[src/rtl/alu_pkg.sv]
// alu_pkg: opcode encodings and sequencer state type shared by the ALU wrapper stage
package alu_pkg;
  localparam logic [3:0] OP_ADD = 4'b0000;
  localparam logic [3:0] OP_SUB = 4'b0001;
  localparam logic [3:0] OP_MUL = 4'b0010;
  localparam logic [3:0] OP_DIV = 4'b0011;
  localparam logic [3:0] OP_MOD = 4'b0100;
  localparam logic [3:0] OP_AND = 4'b0101;
  localparam logic [3:0] OP_OR  = 4'b0110;
  localparam logic [3:0] OP_XOR = 4'b0111;
  localparam logic [3:0] OP_SHL = 4'b1000;
  localparam logic [3:0] OP_SHR = 4'b1001;
  localparam logic [3:0] OP_MAX = 4'b1001;

  typedef enum logic [2:0] {
    LOAD_A  = 3'd0,
    LOAD_B  = 3'd1,
    LOAD_OP = 3'd2,
    EXEC    = 3'd3,
    CAPTURE = 3'd4,
    SHOW    = 3'd5
  } state_t;
endpackage

[src/rtl/btn_sync_edge.sv]
// btn_sync_edge: synchronizes a raw button level and emits one pulse per rising edge
module btn_sync_edge #(
  parameter int SYNC_STAGES = 2
) (
  input  logic clk,
  input  logic rst_n,
  input  logic btn_raw,
  output logic pulse
);
  logic [SYNC_STAGES-1:0] r_sync;
  logic                   r_prev;

  always_ff @(posedge clk or negedge rst_n)
    if (!rst_n) begin
      r_sync <= '0;
      r_prev <= 1'b0;
    end else begin
      r_sync <= {r_sync[SYNC_STAGES-2:0], btn_raw};
      r_prev <= r_sync[SYNC_STAGES-1];
    end

  assign pulse = r_sync[SYNC_STAGES-1] & ~r_prev;
endmodule

[src/rtl/alu_operand_sequencer.sv]
// alu_operand_sequencer: collects A, B and opcode from shared switches, issues them
// to the external ALU and latches its result and flags for display.
module alu_operand_sequencer
  import alu_pkg::*;
#(
  parameter int N           = 4,
  parameter int SYNC_STAGES = 2
) (
  input  logic         clk,
  input  logic         rst_n,
  input  logic [N-1:0] sw_data,
  input  logic [3:0]   sw_sel,
  input  logic         btn_load,
  input  logic         btn_clear,
  output logic [N-1:0] alu_a,
  output logic [N-1:0] alu_b,
  output logic [3:0]   alu_sel,
  input  logic [N-1:0] alu_out,
  input  logic         alu_z,
  input  logic         alu_n,
  input  logic         alu_v,
  input  logic         alu_c,
  output logic [N-1:0] result_q,
  output logic [3:0]   flags_q,
  output logic         result_valid,
  output logic         err,
  output logic [2:0]   state_q
);
  logic         w_ld;
  logic         w_clr;
  logic         w_bad;
  state_t       r_state;
  logic [N-1:0] r_a;
  logic [N-1:0] r_b;
  logic [3:0]   r_sel;
  logic [N-1:0] r_res;
  logic [3:0]   r_flags;
  logic         r_valid;
  logic         r_err;

  btn_sync_edge #(.SYNC_STAGES(SYNC_STAGES)) u_ld  (.clk(clk), .rst_n(rst_n), .btn_raw(btn_load),  .pulse(w_ld));
  btn_sync_edge #(.SYNC_STAGES(SYNC_STAGES)) u_clr (.clk(clk), .rst_n(rst_n), .btn_raw(btn_clear), .pulse(w_clr));

  // Rejected before issue: undefined opcodes and div/mod with a zero divisor
  assign w_bad = (sw_sel > OP_MAX) || (((sw_sel == OP_DIV) || (sw_sel == OP_MOD)) && (r_b == '0));

  always_ff @(posedge clk or negedge rst_n)
    if (!rst_n) begin
      r_state <= LOAD_A;
      r_a     <= '0;
      r_b     <= '0;
      r_sel   <= 4'b0000;
      r_res   <= '0;
      r_flags <= 4'b0000;
      r_valid <= 1'b0;
      r_err   <= 1'b0;
    end else if (w_clr) begin
      r_state <= LOAD_A;
      r_valid <= 1'b0;
      r_err   <= 1'b0;
    end else begin
      case (r_state)
        LOAD_A:
          if (w_ld) begin
            r_a     <= sw_data;
            r_state <= LOAD_B;
          end
        LOAD_B:
          if (w_ld) begin
            r_b     <= sw_data;
            r_state <= LOAD_OP;
          end
        LOAD_OP:
          if (w_ld) begin
            if (w_bad) r_err <= 1'b1;
            else begin
              r_sel   <= sw_sel;
              r_err   <= 1'b0;
              r_state <= EXEC;
            end
          end
        EXEC: r_state <= CAPTURE;
        CAPTURE: begin
          r_res   <= alu_out;
          r_flags <= {alu_z, alu_n, alu_v, alu_c};
          r_valid <= 1'b1;
          r_state <= SHOW;
        end
        SHOW:
          if (w_ld) begin
            r_valid <= 1'b0;
            r_state <= LOAD_A;
          end
        default: r_state <= LOAD_A;
      endcase
    end

  assign alu_a        = r_a;
  assign alu_b        = r_b;
  assign alu_sel      = r_sel;
  assign result_q     = r_res;
  assign flags_q      = r_flags;
  assign result_valid = r_valid;
  assign err          = r_err;
  assign state_q      = r_state;
endmodule
[config.mk]
export PLATFORM = sky130hd
export DESIGN_NAME = alu_operand_sequencer
export DESIGN_NICKNAME = d
export VERILOG_FILES = /design/src/rtl/alu_pkg.sv /design/src/rtl/btn_sync_edge.sv /design/src/rtl/alu_operand_sequencer.sv
export SDC_FILE = /design/constraint.sdc
export NUM_CORES = 1
export LEC_CHECK = 0
export ABC_AREA = 1
export BUFFER_PORTS_ARGS = -buffer_cell sky130_fd_sc_hd__buf_4
export CORE_MARGIN = 10
export CORE_UTILIZATION = 52
export DETAILED_ROUTE_END_ITERATION = 16
export PLACE_DENSITY_LB_ADDON = 0.12
export SLEW_MARGIN = 20
export SYNTH_ARGS = -nofsm -noshare
export SYNTH_HDL_FRONTEND = slang
export SYNTH_SLANG_ARGS = --single-unit
[constraint.sdc]
create_clock -name clk -period 3 [get_ports clk]
set_input_delay 0.6 -clock clk [delete_from_list [all_inputs] [get_ports clk]]
set_output_delay 0.6 -clock clk [all_outputs]
set_load 0.05 [all_outputs]
Word level (Yosys, flattened, before mapping)
Cells that the tools add are included.
Storage, ports and cells
  flip-flop bits (word level): 31
  bits in latches: 0
  RAM bits: 0
  ROM bits: 0
  bits of input ports: 20
  output and inout port bits: 25
  word-level logic and storage cells: 60
  memories: 0
Cells by class
  add/subtract/negate cells: 0
  $mul: 0
  div/mod/pow operators: 0
  $lt $le $gt $ge: 1
  equality and inequality tests: 12
  shift-type cells: 0
  mux-type cells: 14
  bitwise operators: 6
  reduce and logical (&&, ||, !) cells: 15
Operators with widths (count)
  3-bit 2-to-1 mux: 6
  3-bit case mux with 6 select lines: 1
  3-bit by 1-bit inequality test with 1-bit output (second input constant): 4
  3-bit by 2-bit equality test with 1-bit output (second input constant): 2
  3-bit equality test (second input constant): 2
  1-bit 2-to-1 mux: 6
  2-bit AND reduction: 3
  3-bit AND reduction: 2
  5-bit AND reduction: 1
  4-bit by 2-bit equality test with 1-bit output (second input constant): 1
  4-bit by 3-bit equality test with 1-bit output (second input constant): 1
  4-bit greater-than comparator (second input constant): 1
  4-bit zero test: 1
  1-bit NOT: 4
  4-bit AND reduction: 1
  2-bit nonzero test: 2
  3-bit by 1-bit equality test with 1-bit output (second input constant): 1
  3-bit zero test: 1
  3-bit by 2-bit inequality test with 1-bit output (second input constant): 1
  3-bit nonzero test: 1
  1-bit bitwise AND: 2
  1-bit logical OR: 2
  1-bit case mux with 2 select lines: 1
  1-bit logical AND: 1

Logic depth before layout (Yosys ltp)
Gate-level depths: netlist of the first run.
  depth in word-level cells: 8
  depth in mapped cells: 10
  mapped depth without buffers: 10

Modules after synthesis
From an unflattened synthesis of the first run, not the netlist that was laid out.
Second synthesis, totals
  cell total of the unflattened synthesis: 133
  area total of the unflattened synthesis: 1306.3 um^2
Modules (own cells, without submodules)
  alu_operand_sequencer: times used 1, cells an instance 123, area an instance 1136.1 um^2
  btn_sync_edge: times used 2, cells an instance 5, area an instance 85.1 um^2

Least setup slack after synthesis of the first run
OpenSTA, ideal clock, no wires.
  path type: register to register
  start: register r_state[1], in the netlist state_q[1]
  end: register r_flags[0], in the netlist flags_q[0]
  setup time: 0.125 ns
  arrival time: 1.340 ns
  setup slack: 1.535 ns
  stages on the path, launching flop included: 4
  buffers on the path: 0
  period minus slack after synthesis: 1.465 ns
  cells stage by stage: dfrtp_1 > nor2_4 > nand3_4 > mux2_2
On the way
  longest elaborated chain between the ends: 2
Ends and longest elaborated chain
  start: declaration: line alu_operand_sequencer.sv:32  | state_t r_state;
  start signal: assignment: line alu_operand_sequencer.sv:49  | r_state <= LOAD_A;
  start signal: assignment: line alu_operand_sequencer.sv:58  | r_state <= LOAD_A;
  start signal: assignment: line alu_operand_sequencer.sv:66  | r_state <= LOAD_B;
  3-bit equality test: line alu_operand_sequencer.sv:62  | case (r_state)
  2-bit AND reduction (no line)
  end signal: assignment: line alu_operand_sequencer.sv:85  | r_flags <= {alu_z, alu_n, alu_v, alu_c};
  end: declaration: line alu_operand_sequencer.sv:37  | logic [3:0] r_flags;
Every way passes these cells.
A chain may end at the register's enable or synchronous reset.

Worst setup path in the final report of the first run
  start: register r_state[1], in the netlist state_q[1]
  end: output state_q[1]
RTL lines
  end: declaration: line alu_operand_sequencer.sv:27  | output logic [2:0] state_q
No word-level cell between the ends.

==> results of run 1 <==
-- path summary, 6_finish.rpt --
| kind | from | end | slack (ps) |
|---|---|---|---|
| worst max-delay path | state_q[1]$_DFFE_PN0P_ | state_q[1] | 1280 |
| min in group clk | u_clr.r_sync[0]$_DFF_PN0_ | u_clr.r_sync[1]$_DFF_PN0_ | 360 |
| max in group asynchronous | rst_n | u_clr.r_sync[0]$_DFF_PN0_ | 2530 |
| worst min register to register | u_clr.r_sync[0]$_DFF_PN0_ | u_clr.r_sync[1]$_DFF_PN0_ | 360 |
| worst max register to register | state_q[0]$_DFFE_PN0P_ | alu_sel[2]$_DFFE_PN0P_ | 1640 |
| worst min-delay path | rst_n | alu_sel[2]$_DFFE_PN0P_ | 190 |
-- routing by layer --
layer  wire length [µm]  vias to the layer above
li1                   -                      529
met1               1100                      496
met2               1450                       45
met3                228                       10
met4                106                        0
met5                  0                        -
-- sequential cells by signal, summed over array words and instances (netlist names) --
signal	cells
alu_a	4
alu_b	4
alu_sel	4
flags_q	4
result_q	4
state_q	3
u_clr.r_sync	2
u_ld.r_sync	2
err	1
result_valid	1
u_clr.r_prev	1
u_ld.r_prev	1
-- power groups by stage --
| stage | registers [µW] | clock network [µW] | logic (µW) |
|---|---|---|---|
| after floorplan | 1250 | 0 | 282 |
| after global placement | 704 | 0 | 1170 |
| after detailed placement | 716 | 0 | 1190 |
| after CTS | 708 | 228 | 1190 |
| after global routing | 735 | 250 | 1260 |
| final | 707 | 220 | 1180 |
-- final cells by class --
cell class,instances,share of cell area [%]
tap,30,2.17
clock inverter,1,0.289
multi-input combinational,87,27.8
sequential,31,44.8
inverter,15,3.25
clock buffer,7,2.60
timing repair buffer,44,19.1
-- layout by cell type, fill, tap and decap left out, types with 4 or more instances in the layout --
cell type and n:
nand3_1 8, o21ai_1 5, nand2_1 35, nor2_4 4, nor2_1 11, o21ai_0 7, dfrtp_1 31, clkbuf_4 5
inv_1 13, buf_4 44, mux2_2 8
-- logic make-up after synthesis --
logic type / count (synthesis) / synth area share [%]
AND/OR/NAND/NOR: 66 / 24.5
buffers and inverters: 15 / 4.29
AO/OA/AOI/OAI: 13 / 5.24
multiplexers: 8 / 6.86
flip-flops: 31 / 59.1
-- through the flow --
step	area (µm²)	util (%)	worst slack [ps]	cells	power [µW]
floorplan	1310	-	1540	133	1530
global placement	1680	69.1	1500	207	1880
detailed placement	1680	69.1	1460	207	1910
CTS	1730	71.1	1260	215	2130
global route	1730	71.1	1230	215	2240
finish	1730	71.1	1280	215	2100
==> metrics, run 1 <==
met2 usage=20.4%; Synth Cell Area=1310 µm²; slowest stage cell, crit path=dfrtp_1; total stage count of the critical path=1; GRT met1 Usage=12.1%; Data arrival, critical path=roughly 1100 ps; Area Overhead vs Synth=31.8%; clock sink count=31; WHS=194 ps; status=completed; TritonCTS buffer count=5; Setup Skew=4.87 ps; CTS tree=built; Slew HR=approximately three quarters; Net Sw Frac=50.8%; GRT Overall Usage=12.3%; DR iter-0 viols=80; crit-path cells=buf_4; drt wl/cell=13.4 µm; Synth Warn #=0; top-area cell type share of the netlist area=59.1%; PortBufs=44; layout cells sized above 1=37.8%; unrepaired setup endpoints after global routing=false; WP buf/inv=1; DRT antenna net count=0; Final Hold Vio Count=0; worst-path fanout max=7; GR Util met3=5.65%; H-tree depth=2; combinational power share=~56%; Flop pwr share=33.6%; routed vias=1,080; CP peak stage delay=between 500 and 600 ps; clock share of power=10.5%; vias in the first global route=between 1,000 and 1,500; syn_area_per_cell=9.87 µm²; EDFF count, synth=0; Cell variety after synth=17; CTS Hold Bufs=0; n_diodes=0; post-layout min period=1720 ps; Top Ports=45; cts repair resizes=0; gr ovfl total=0; final wirelength=2.88 mm; Reg2Reg Depth=6; Syn Nets=153; crit share post-route=57.5%; TritonRoute pass-1 iters=4; Avg Vias per Cell=around 5; main area contributors after synthesis=dfrtp_1 (59%), nand2_1 (10%), mux2_2 (6.9%), inv_1 (3.7%), nor2_4 (3.4%); family with the most delay on the worst path=flip-flops; fmax=580 MHz; setup_tns=0 ps; Seq/Total Area, Yosys=59.1%; first-pass GRT wire length=5.02 mm; Max Cap Viol=0; Synth area leader=dfrtp_1; flop and latch count out of synthesis=31; worst setup path class=flop to primary output; Post-CTS Setup Inserts=0; GP Congestion=0.689; dpl hpwl=2.29 mm; Final setup viols=0; num rows=18; clk_lat worst skew=320 ps; predominant post-synthesis flop cell=dfrtp_1; Commonest cells post-synth=nand2_1 (35), dfrtp_1 (31), inv_1 (13); worst path required time=2400 ps; Reg clk slew, reported paths=about 90 ps; initial antenna violation count=0; CP Capture Type=primary output; Worst setup SP type=flop; Core ar.=2430 µm²; post-layout net count=a little over 200; LEAKAGE=0.000912 µW; count leader, synth=nand2_1; Max Transition Viols Final=0; Async SR Flop Fraction=100%; Starting Density=54.0%; Fillers=roughly 180; Post-Syn Instances=133; Worst Max-Slew Pin Slew=377 ps; register area=776 µm²; busiest grt layer=met2; area of the die=4930 µm²; clk buf depth=2; Max VDD drop=between 0.9 and 1 mV; Hold Crit Class=input pin to asynchronous set/reset pin; Chip Width=70.2 µm; largest net degree at the start of global routing=32; switching pwr=roughly 1100 µW; DRC=0; area used by multi-input combinational logic=~480 µm²; CTS root buf=clkbuf_4; Power Density=1210 nW/µm²; die height=between 70 and 80 µm; Cell Int Power=about 1000 µW
Note: power is estimated with default switching activity, not from simulation.
==> run 2: changes to the inputs <==
- CORE_UTILIZATION: 52 -> 44
- clock period: 3 -> 1.5 ns (I/O delays scaled with it)
==> run 2 against run 1 <==
Net effect: total power grew 110%; sequential power increased by 100%; clock-buffer cell count down 1; clock power increased to 3.1 times the previous value; clock skew up 7.1 ps; worst setup slack lost 1200 ps; die area up 13%; sequential share of layout area shrank 1.2 points; non-clock buffer count increased by 1; hold slack worse by 120 ps; cell area rose by 2.8%; highest routed layer unchanged.
==> metrics, run 2 (synthesized netlist as in run 1, its figures left out) <==
Max Cap Viol=0; reg-to-reg startpoint=state_q[2]$_DFFE_PN0P_; final wirelength=between 2 and 3 mm; WP buf/inv=1; CTS root buf=clkbuf_4; post-route setup slack=71.9 ps; Avg Vias per Cell=about 5; CP startpoint=state_q[2]$_DFFE_PN0P_; routed metal-1 wire length=1.12 mm; Worst setup SP type=flop; largest net degree at the start of global routing=32; gr ovfl total=0; post-layout min period=around 1400 ps; R2R setup slack=110 ps; CTS tree=built; dpl hpwl=2.24 mm; uppermost layer routed=met4; status=completed; LEAKAGE=0.000934 µW; Top Ports=45; DR iter-0 viols=84; Final setup viols=0; layout cells sized above 1=39.2%; crit share post-route=95.2%; drt wl/cell=13.5 µm; CP peak stage delay=530 ps; n_diodes=0; Starting Density=46.8%; RR Endpoint=alu_sel[0]$_DFFE_PN0P_; worst path required time=1200 ps; area of the die=5570 µm²; PortBufs=44; Core ar.=about 2800 µm²; fmax=between 700 and 800 MHz; Chip Width=74.6 µm; Post-CTS Setup Inserts=0; most common cell after layout, fill and taps aside=buf_4; Worst Max-Slew Pin Slew=377 ps; Reg clk slew, reported paths=90 ps; most frequent cells in the layout=buf_4 (44), nand2_1 (35), dfrtp_1 (30); Max Transition Viols Final=0; Area Overhead vs Synth=35.6%; routed vias=1,074; vias in the first global route=1,123; Post-Layout Cell Count=217; met3 WL=219 µm; Setup Skew=11.9 ps; TritonCTS buffer count=5; clk_lat worst skew=340 ps; crit path capture=state_q[2]; pre-CTS setup slack=around 180 ps; DRT antenna net count=0; total stage count of the critical path=1; worst-path fanout max=7; TritonRoute pass-1 iters=4; Final Hold Vio Count=0; setup_tns=0 ps; Fillers=approximately 250; Data arrival, critical path=1130 ps; die height=74.6 µm; slowest stage cell, crit path=dfrtp_1; worst setup path class=flop to primary output; GP Congestion=about 0.73; post-layout net count=205; H-tree depth=2; Max VDD drop=1.34 mV; WL met2=1.54 mm; Post-Place Cells=208; first-pass GRT wire length=roughly 5.1 mm; unrepaired setup endpoints after global routing=false; family with the most delay on the worst path=flip-flops; clock sink count=31; fin util=63.4%; DRC=0; num rows=19; GRT Overall Usage=11.9%; crit-path cells=buf_4; CP Capture Type=primary output; Reg2Reg Depth=6; Hold Crit Class=input pin to flop; Power Density=2510 nW/µm²; initial antenna violation count=0; clk buf depth=2; Slew HR=74.9%
[run 2: cell count changes in the layout (fill, tap and decap cells not counted), sizes merged]
cell	previous run	this run
dlygate4sd3	0	1
clkbuf	7	6
bufinv	0	1
[run 2: worst reg2reg max path: cells and delay by family, from the launching register on]
kind | cells | cell delay (ps)
simple gates | 6 | 790
flops | 1 | 500
[run 2: layout make-up]
type	count	area [µm²]	area share (%)
flip-flops and latches	31	777	43.7
multi-input cells	87	480	27.0
repair buffers	45	340	19.1
inverters	15	56.3	3.16
clock buffers	6	51.3	2.88
well taps	31	38.8	2.18
clock inverters	2	35.0	1.97
[run 2: metal layers]
layer / vias to the layer above / GRT usage (%)
met4: 0 / 6.30
met3: 7 / 4.99
met5: - / 0
li1: 530 / -
met1: 510 / 12.5
met2: 27 / 20.2
[run 2: worst min path at each step]
stage | start | slack [ps] | depth (start not counted) | endpoint
after global placement | rst_n | 250 | 1 | alu_sel[1]$_DFFE_PN0P_
after CTS | btn_clear | 60 | 1 | u_clr.r_sync[0]$_DFF_PN0_
after floorplan | rst_n | 4 | 0 | alu_a[0]$_DFFE_PN0P_
after detailed placement | rst_n | 250 | 1 | alu_sel[1]$_DFFE_PN0P_
after global routing | btn_clear | 50 | 1 | u_clr.r_sync[0]$_DFF_PN0_
final | btn_clear | 70 | 1 | u_clr.r_sync[0]$_DFF_PN0_
[run 2: where the power goes]
group	leakage, µW	internal (µW)	switching (µW)	total (µW)
logic	0.000509	730	1640	2370
registers	0.000376	1160	259	1420
clock network	0.0000482	394	283	677
total	0.000934	2280	2180	4460
[run 2: timing repair]
action / 4_1_cts / 5_1_grt
endpoints found under the setup margin: 0 / 1
gates resized for setup: 0 / 1
hold buffers: 1 / 0
endpoints found under the hold margin: 31 / 0
[run 2: through the flow]
step / power [µW] / area (µm²) / hold WS [ps]
2_1_floorplan: 3060 / 1310 / 4.41
3_3_place_gp: 3770 / 1680 / 253
3_5_place_dp: 3820 / 1680 / 251
4_1_cts: 4520 / 1780 / 56.2
5_1_grt: 4750 / 1780 / 47.7
6_report: 4460 / 1780 / 71.4
